### src/rtl/i8088_bus_ctrl.sv
// 8088 bus-cycle controller: status decode, T-state sequencer, address/data latches, READY sync.
// Optional wait-state generator compiled in with I8088_BUS_WAIT_GEN_EN.
module i8088_bus_ctrl #(
    parameter int IO_WAIT  = 1,
    parameter int MEM_WAIT = 0
) (
    input  logic        CLK,
    input  logic        RESET,
    input  logic [2:0]  S2_S0,
    input  logic [19:0] AD_IN,
    input  logic [7:0]  BUS_DIN,
    input  logic        READY_IN,
    output logic        ALE,
    output logic [19:0] ADDR,
    output logic [7:0]  CPU_DIN,
    output logic        MEMR_N,
    output logic        MEMW_N,
    output logic        IOR_N,
    output logic        IOW_N,
    output logic        INTA_N,
    output logic        DT_R,
    output logic        DEN,
    output logic        READY_OUT,
    output logic        HALT,
    output logic [2:0]  BUS_CYCLE
);

    typedef enum logic [2:0] {
        S_IDLE, S_T1, S_T2, S_T3, S_TW, S_T4, S_HLT
    } state_t;

    localparam logic [2:0] ST_INTA = 3'b000;
    localparam logic [2:0] ST_IOR  = 3'b001;
    localparam logic [2:0] ST_IOW  = 3'b010;
    localparam logic [2:0] ST_HALT = 3'b011;
    localparam logic [2:0] ST_CODE = 3'b100;
    localparam logic [2:0] ST_MEMR = 3'b101;
    localparam logic [2:0] ST_MEMW = 3'b110;
    localparam logic [2:0] ST_PASV = 3'b111;

    state_t     state, state_nxt;
    logic [2:0] prev_s;
    logic       start;
    logic       ready_meta, ready_sync, ready_eff;
    logic       active_nxt, is_read, is_write, is_io, in_wait;

    assign start     = (prev_s == ST_PASV) && (S2_S0 != ST_PASV);
    assign is_read   = (BUS_CYCLE == ST_INTA) || (BUS_CYCLE == ST_IOR) ||
                       (BUS_CYCLE == ST_CODE) || (BUS_CYCLE == ST_MEMR);
    assign is_write  = (BUS_CYCLE == ST_IOW) || (BUS_CYCLE == ST_MEMW);
    assign is_io     = (BUS_CYCLE == ST_INTA) || (BUS_CYCLE == ST_IOR) ||
                       (BUS_CYCLE == ST_IOW);
    assign in_wait   = (state == S_T3) || (state == S_TW);
    assign READY_OUT = ready_eff;

    always_comb begin
        state_nxt = state;
        case (state)
            S_IDLE:     if (start) state_nxt = S_T1;
            S_T1:       state_nxt = (BUS_CYCLE == ST_HALT) ? S_HLT : S_T2;
            S_T2:       state_nxt = S_T3;
            S_T3, S_TW: state_nxt = ready_eff ? S_T4 : S_TW;
            S_T4:       state_nxt = start ? S_T1 : S_IDLE;
            S_HLT:      if (start) state_nxt = S_T1;
            default:    state_nxt = S_IDLE;
        endcase
    end

    // Strobes and transceiver controls are asserted for T2 through the last T3/TW.
    assign active_nxt = (state_nxt == S_T2) || (state_nxt == S_T3) || (state_nxt == S_TW);

    always_ff @(posedge CLK or posedge RESET) begin
        if (RESET) begin
            state      <= S_IDLE;
            prev_s     <= ST_PASV;
            ALE        <= 1'b0;
            ADDR       <= '0;
            CPU_DIN    <= '0;
            MEMR_N     <= 1'b1;
            MEMW_N     <= 1'b1;
            IOR_N      <= 1'b1;
            IOW_N      <= 1'b1;
            INTA_N     <= 1'b1;
            DT_R       <= 1'b0;
            DEN        <= 1'b0;
            HALT       <= 1'b0;
            BUS_CYCLE  <= ST_PASV;
        end else begin
            state  <= state_nxt;
            prev_s <= S2_S0;
            ALE    <= (state_nxt == S_T1);
            HALT   <= (state_nxt == S_HLT);
            if (state_nxt == S_T1)
                BUS_CYCLE <= S2_S0;
            if (state == S_T1)
                ADDR <= AD_IN;
            if (in_wait && (state_nxt == S_T4) && is_read)
                CPU_DIN <= BUS_DIN;
            MEMR_N <= !(active_nxt && ((BUS_CYCLE == ST_CODE) || (BUS_CYCLE == ST_MEMR)));
            MEMW_N <= !(active_nxt && (BUS_CYCLE == ST_MEMW));
            IOR_N  <= !(active_nxt && (BUS_CYCLE == ST_IOR));
            IOW_N  <= !(active_nxt && (BUS_CYCLE == ST_IOW));
            INTA_N <= !(active_nxt && (BUS_CYCLE == ST_INTA));
            DEN    <= active_nxt;
            DT_R   <= active_nxt && is_write;
        end
    end

    always_ff @(posedge CLK or posedge RESET) begin
        if (RESET) begin
            ready_meta <= 1'b0;
            ready_sync <= 1'b0;
        end else begin
            ready_meta <= READY_IN;
            ready_sync <= ready_meta;
        end
    end

`ifdef I8088_BUS_WAIT_GEN_EN
    logic [7:0] wait_cnt;

    always_ff @(posedge CLK or posedge RESET) begin
        if (RESET)
            wait_cnt <= '0;
        else if ((state == S_T1) && (state_nxt == S_T2))
            wait_cnt <= is_io ? 8'(IO_WAIT) : 8'(MEM_WAIT);
        else if (in_wait && (wait_cnt != '0))
            wait_cnt <= wait_cnt - 8'd1;
    end

    assign ready_eff = ready_sync && (wait_cnt == '0);
`else
    assign ready_eff = ready_sync;
`endif

endmodule

### config.mk
export PLATFORM = sky130hd
export DESIGN_NAME = i8088_bus_ctrl
export DESIGN_NICKNAME = d
export VERILOG_FILES = /design/src/rtl/i8088_bus_ctrl.sv
export SDC_FILE = /design/constraint.sdc
export NUM_CORES = 1
export LEC_CHECK = 0
export ABC_AREA = 1
export CAP_MARGIN = 0
export CORE_MARGIN = 1
export CORE_UTILIZATION = 46
export DETAILED_ROUTE_END_ITERATION = 16
export GPL_TIMING_DRIVEN = 0
export PLACE_DENSITY = 0.84
export SLEW_MARGIN = 10
export SYNTH_ARGS = -nofsm -noshare
export SYNTH_HDL_FRONTEND = slang
export SYNTH_SLANG_ARGS = --single-unit
### constraint.sdc
create_clock -name CLK -period 2.5 [get_ports CLK]
set_input_delay 0.25 -clock CLK [delete_from_list [all_inputs] [get_ports CLK]]
set_output_delay 0.25 -clock CLK [all_outputs]
set_load 0.01 [all_outputs]
Word level (Yosys, flattened, before mapping)

Cells that the tools add are included.

Flip-flop bits (word level): 48
Bits of input ports: 34
Output and inout bits: 41
Word-level logic and storage cells: 67

Equality and inequality tests: 20
Multiplexer cells: 5
Reduce and logical (&&, ||, !) cells: 26

Operators with widths:

| operator             | count |
|---|---|
| $eq A3 B3 Y1 const B | 10 |
| $eq A3 B2 Y1 const B | 6 |
| $pmux W3 S5          | 1 |
| $eq A3 B1 Y1 const B | 3 |
| $logic_and A1 B1 Y1  | 9 |
| $logic_or A1 B1 Y1   | 8 |
| $logic_not A3 Y1     | 2 |
| $mux W3              | 2 |
| $logic_not A1 Y1     | 5 |
| $reduce_or A2 Y1     | 2 |
| $ne A3 B3 Y1 const B | 1 |
| $mux W1              | 2 |

Logic depth before layout (Yosys ltp)

Depth in word-level cells: 9
Depth in mapped cells: 9
Mapped depth without buffers: 9

Worst setup path after synthesis

OpenSTA, ideal clock, no wires.

Kind: register -> register
Start point: reg BUS_CYCLE[2]
End point: reg IOR_N
Setup time: 0.080 ns
Arrival time: 1.186 ns
Data required time: 2.420 ns
Slack: 1.234 ns
Stages on the path, launching flop included: 8
Path buffers: 0
Period minus slack after synthesis: 1.266 ns
Cell sequence: dfstp_2 > inv_1 > nand2_1 > nor2_1 > nor2_1 > nand4_1 > nand2_4 > nand2_1

Cells in the longest elaborated chain, start to end: 8
Elaborated cells between the ends (all ways): 11
Classes of those cells: eq/ne (5); mux (2); reduce/logical (4)

RTL lines:

| item                   | RTL line | source |
|---|---|---|
| start, declared        | 25       | `output logic [2:0] BUS_CYCLE` |
| start signal, assigned | 87       | `BUS_CYCLE <= ST_PASV;` |
| start signal, assigned | 94       | `BUS_CYCLE <= S2_S0;` |
| $eq A3 B2 Y1 *         | 60       | `S_T1: state_nxt = (BUS_CYCLE == ST_HALT) ? S_HLT : S_T2;` |
| $mux W3 *              | 60       |  |
| $pmux W3 S5 *          | 58       | `case (state)` |
| $eq A3 B2 Y1           | 70       | `assign active_nxt = (state_nxt == S_T2) \|\| (state_nxt == S_T3) \|\| (state_nxt == S_TW);` |
| $logic_or A1 B1 Y1     | 70       |  |
| $logic_or A1 B1 Y1 *   | 70       |  |
| via active_nxt         | 45       | `logic active_nxt, is_read, is_write, is_io, in_wait;` |
| $logic_and A1 B1 Y1 *  | 101      | `IOR_N <= !(active_nxt && (BUS_CYCLE == ST_IOR));` |
| $logic_not A1 Y1 *     | 101      |  |
| end signal, assigned   | 101      |  |
| end, declared          | 18       | `output logic IOR_N,` |

Mark *: on every way through the listed nets, which the timed path passes. The rest lies on a longest branch.
A chain may end at the register's enable or synchronous reset.

Final worst setup path

Start point: reg BUS_CYCLE[1]
End point: out BUS_CYCLE[1]

No word-level cell between the ends.

==> impl_metrics.ini <==
[synthesis]
yosys_warnings = 0
syn_avg_cell_area_um2 = 9.40
yosys-top-cells-area = dfrtp_1 48%, nand2_1 18%, dfstp_2 15%
ys_ff_latch = 48
syn_area_um2 = 1920
netlist.area_leader.share_pct = 48.3
yosysSeqAreaShare_pct = 63.4
synth_edf_count = 0
synthesis.nets = 238
synth_cell_type_count = 18
synth_common_cells = 92 x nand2_1, 37 x dfrtp_1, 20 x inv_1
synthFlopType = dfrtp_1
synthArstFlopShare_pct = 100
yosysMostFrequentCell = nand2_1
postSynthCellCount = 204
yosysTopAreaCell = dfrtp_1

[global_route]
antenna_found_initial = 0
grt_pass1_vias = 1482
grt_pass1_wl_mm = 6.38
grtUsageTotal_pct = 19.3
grt_max_degree = 35
grt-ovfl-total = 0

[drt]
remaining_drc_errors = 0
drtPass1Iterations = 4
vias = 1563
drt_iter0_drc = 64
wl_per_cell_um = 11.0
via_per_inst = 4.64
antenna_left = 0
wl_mm = 3.70

[setup_path]
critPathMaxFanout = 7
worst_path_max_delay_cell = dfstp_2
crit_arrival_ns = 1.47
worstReg2RegStart = state[0]
path_buf_inv = 1
reg2regPathDepth = 6
cp-end-kind = output pin
critPathRequiredTime_ns = 2.25
crit_chain = clkdlybuf4s50_1
cp_top_family = flip-flops
worst-r2r-setup-slack_ns = 1.09
r2r_end = CPU_DIN[1]
cp-start-kind = flip-flop
max_stage_delay_ns = 0.61
critical_path_class = reg2out

[timing]
max_freq_mhz = 583
fin_ws_ns = 0.784
setup_viol = 0
fin_crit_ns = 1.72
timing.setup.tns_ns = 0
rsz0062_at_grt = no
relSlewSlack_pct = 72.3
finalHoldViolCount = 0
skew_ns = 0.00620
drv_slew = 0
tightest_slew_ns = 0.415
hold-worst-slack_ns = 0.233
fin_crit_sh_pct = 68.6

[placed_design]
pre_cts_ws_ns = 0.911
dp_hpwl_mm = 2.78
gp_congestion = 0.811
portBuffers = 74

[pwr]
intPower_mw = 2.24
p_per_area_nw_per_um2 = 1220
ir_drop_v = 0.000687
swShare_pct = 35.6
power_mw = 3.47
power_leakage_nw = 1.36
p_clk_share_pct = 14.2
pwr-share-comb_pct = 46.9
sequentialPowerShare_pct = 38.9
p_switching_mw = 1.24

[floorplanning]
fp.dieArea_um2 = 4430
die_w_um = 66.6
start_util_pct = 47.9
die_y_um = 66.6
num_rows = 23
core_um2 = 4000
pin_count = 75

[clocking]
cts_buffers = 5
cts.htree.levels = 2
postCtsSetupBuffers = 0
root_buffer = clkbuf_8
cts_tree = built
hold_buffers = 0
path_clk_slew_ns = 0.08
insertion_delay_ns = 0.30
cts_max_path_buffers = 2
cts-resized-gates = 0
cts_sinks = 48

[min_path]
hold_path_class = in2async

[flow_run]
cap_violations = 0

[outcome]
outcome = complete, no violations

[finish]
drive_gt1_share_pct = 13.2
antenna_cells_inserted = 0
syn2layout_area_growth_pct = 48.2
nets = 320
per-stage QoR:
step	area (um^2)	std cells	util (%)
floorplan	1920	204	-
global placement	2720	328	68.0
detailed placement	2740	329	68.5
CTS	2840	337	71.0
global route	2840	337	71.0
finish	2840	337	71.0
cell type report:
cell class | instances | area, um^2
well taps | 50 | 62.6
fillers | 316 | 1160
multi-input cells | 130 | 597
clock buffers | 8 | 100
repair buffers | 75 | 761
flip-flops and latches | 48 | 1210
plain buffers | 5 | 26.3
inverters | 21 | 78.8
worst max path at each step:
stage,startpoint,endpoint,slack [ns],cells past startpoint
floorplan,RESET,ADDR[0],1.12,1
finish,BUS_CYCLE[1],BUS_CYCLE[1],0.78,1
global placement,RESET,DEN,0.25,2
global route,BUS_CYCLE[1],BUS_CYCLE[1],0.74,1
CTS,BUS_CYCLE[1],BUS_CYCLE[1],0.78,1
detailed placement,S2_S0[2],INTA_N,0.91,8
worst register-to-register path, stage by stage (launching register included):
cell and delay, ns:
dfrtp_1 0.43, nand2_1 0.16, o21ai_2 0.19, nand3_2 0.18, buf_6 0.21, nand2_1 0.08, o21ai_2 0.06
cells in the final DEF, fill, tap and decap left out, drive strengths merged:
cell           Yosys  layout
clkdlybuf4s50      0      74
inv               21      21
dfstp             11      11
nand2             93      93
nor3               2       2
dfrtp             37      37
o21ai             14      14
buf                1       2
clkbuf             4      12
a21oi              2       2
nand4              1       1
nand3              7       7
nor2              11      11
cells by family (layout without fill, tap and decap cells):
| kind of cell | after synthesis | count (layout) | share of synthesized area (%) |
|---|---|---|---|
| AO/OA/AOI/OAI | 16 | 16 | 6.14 |
| buffers and inverters | 26 | 109 | 5.48 |
| flip-flops | 48 | 48 | 63.4 |
| AND/OR/NAND/NOR | 114 | 114 | 25.0 |
registers in the layout, indices dropped and copies added (netlist names):
| signal | flops |
|---|---|
| INTA_N | 1 |
| DEN | 1 |
| ALE | 1 |
| BUS_CYCLE | 3 |
| state | 3 |
| ADDR | 20 |
| DT_R | 1 |
| prev_s | 3 |
| HALT | 1 |
| MEMW_N | 1 |
| ready_meta | 1 |
| READY_OUT | 1 |
| CPU_DIN | 8 |
| MEMR_N | 1 |
| IOR_N | 1 |
| IOW_N | 1 |
layer usage:
layer | track usage (%) | part of all wire [%] | wire (um) | vias up
met2 | 32.3 | 50 | 1860 | 49
li1 | - | - | - | 782
met3 | 7.36 | 6.5 | 241 | 3
met4 | 5.59 | 0.78 | 29 | 0
met5 | 0 | 0 | 0 | -
met1 | 22.8 | 43 | 1580 | 729
power by group through the flow:
stage          combinational, mW  sequential [mW]  clock (mW)
2_1_floorplan              0.692             1.50           0
3_3_place_gp                1.60             1.36           0
3_5_place_dp                1.65             1.36           0
4_1_cts                     1.66             1.35       0.505
5_1_grt                     1.83             1.40       0.534
6_report                    1.63             1.35       0.491
Note: power is estimated with default switching activity, not from simulation.
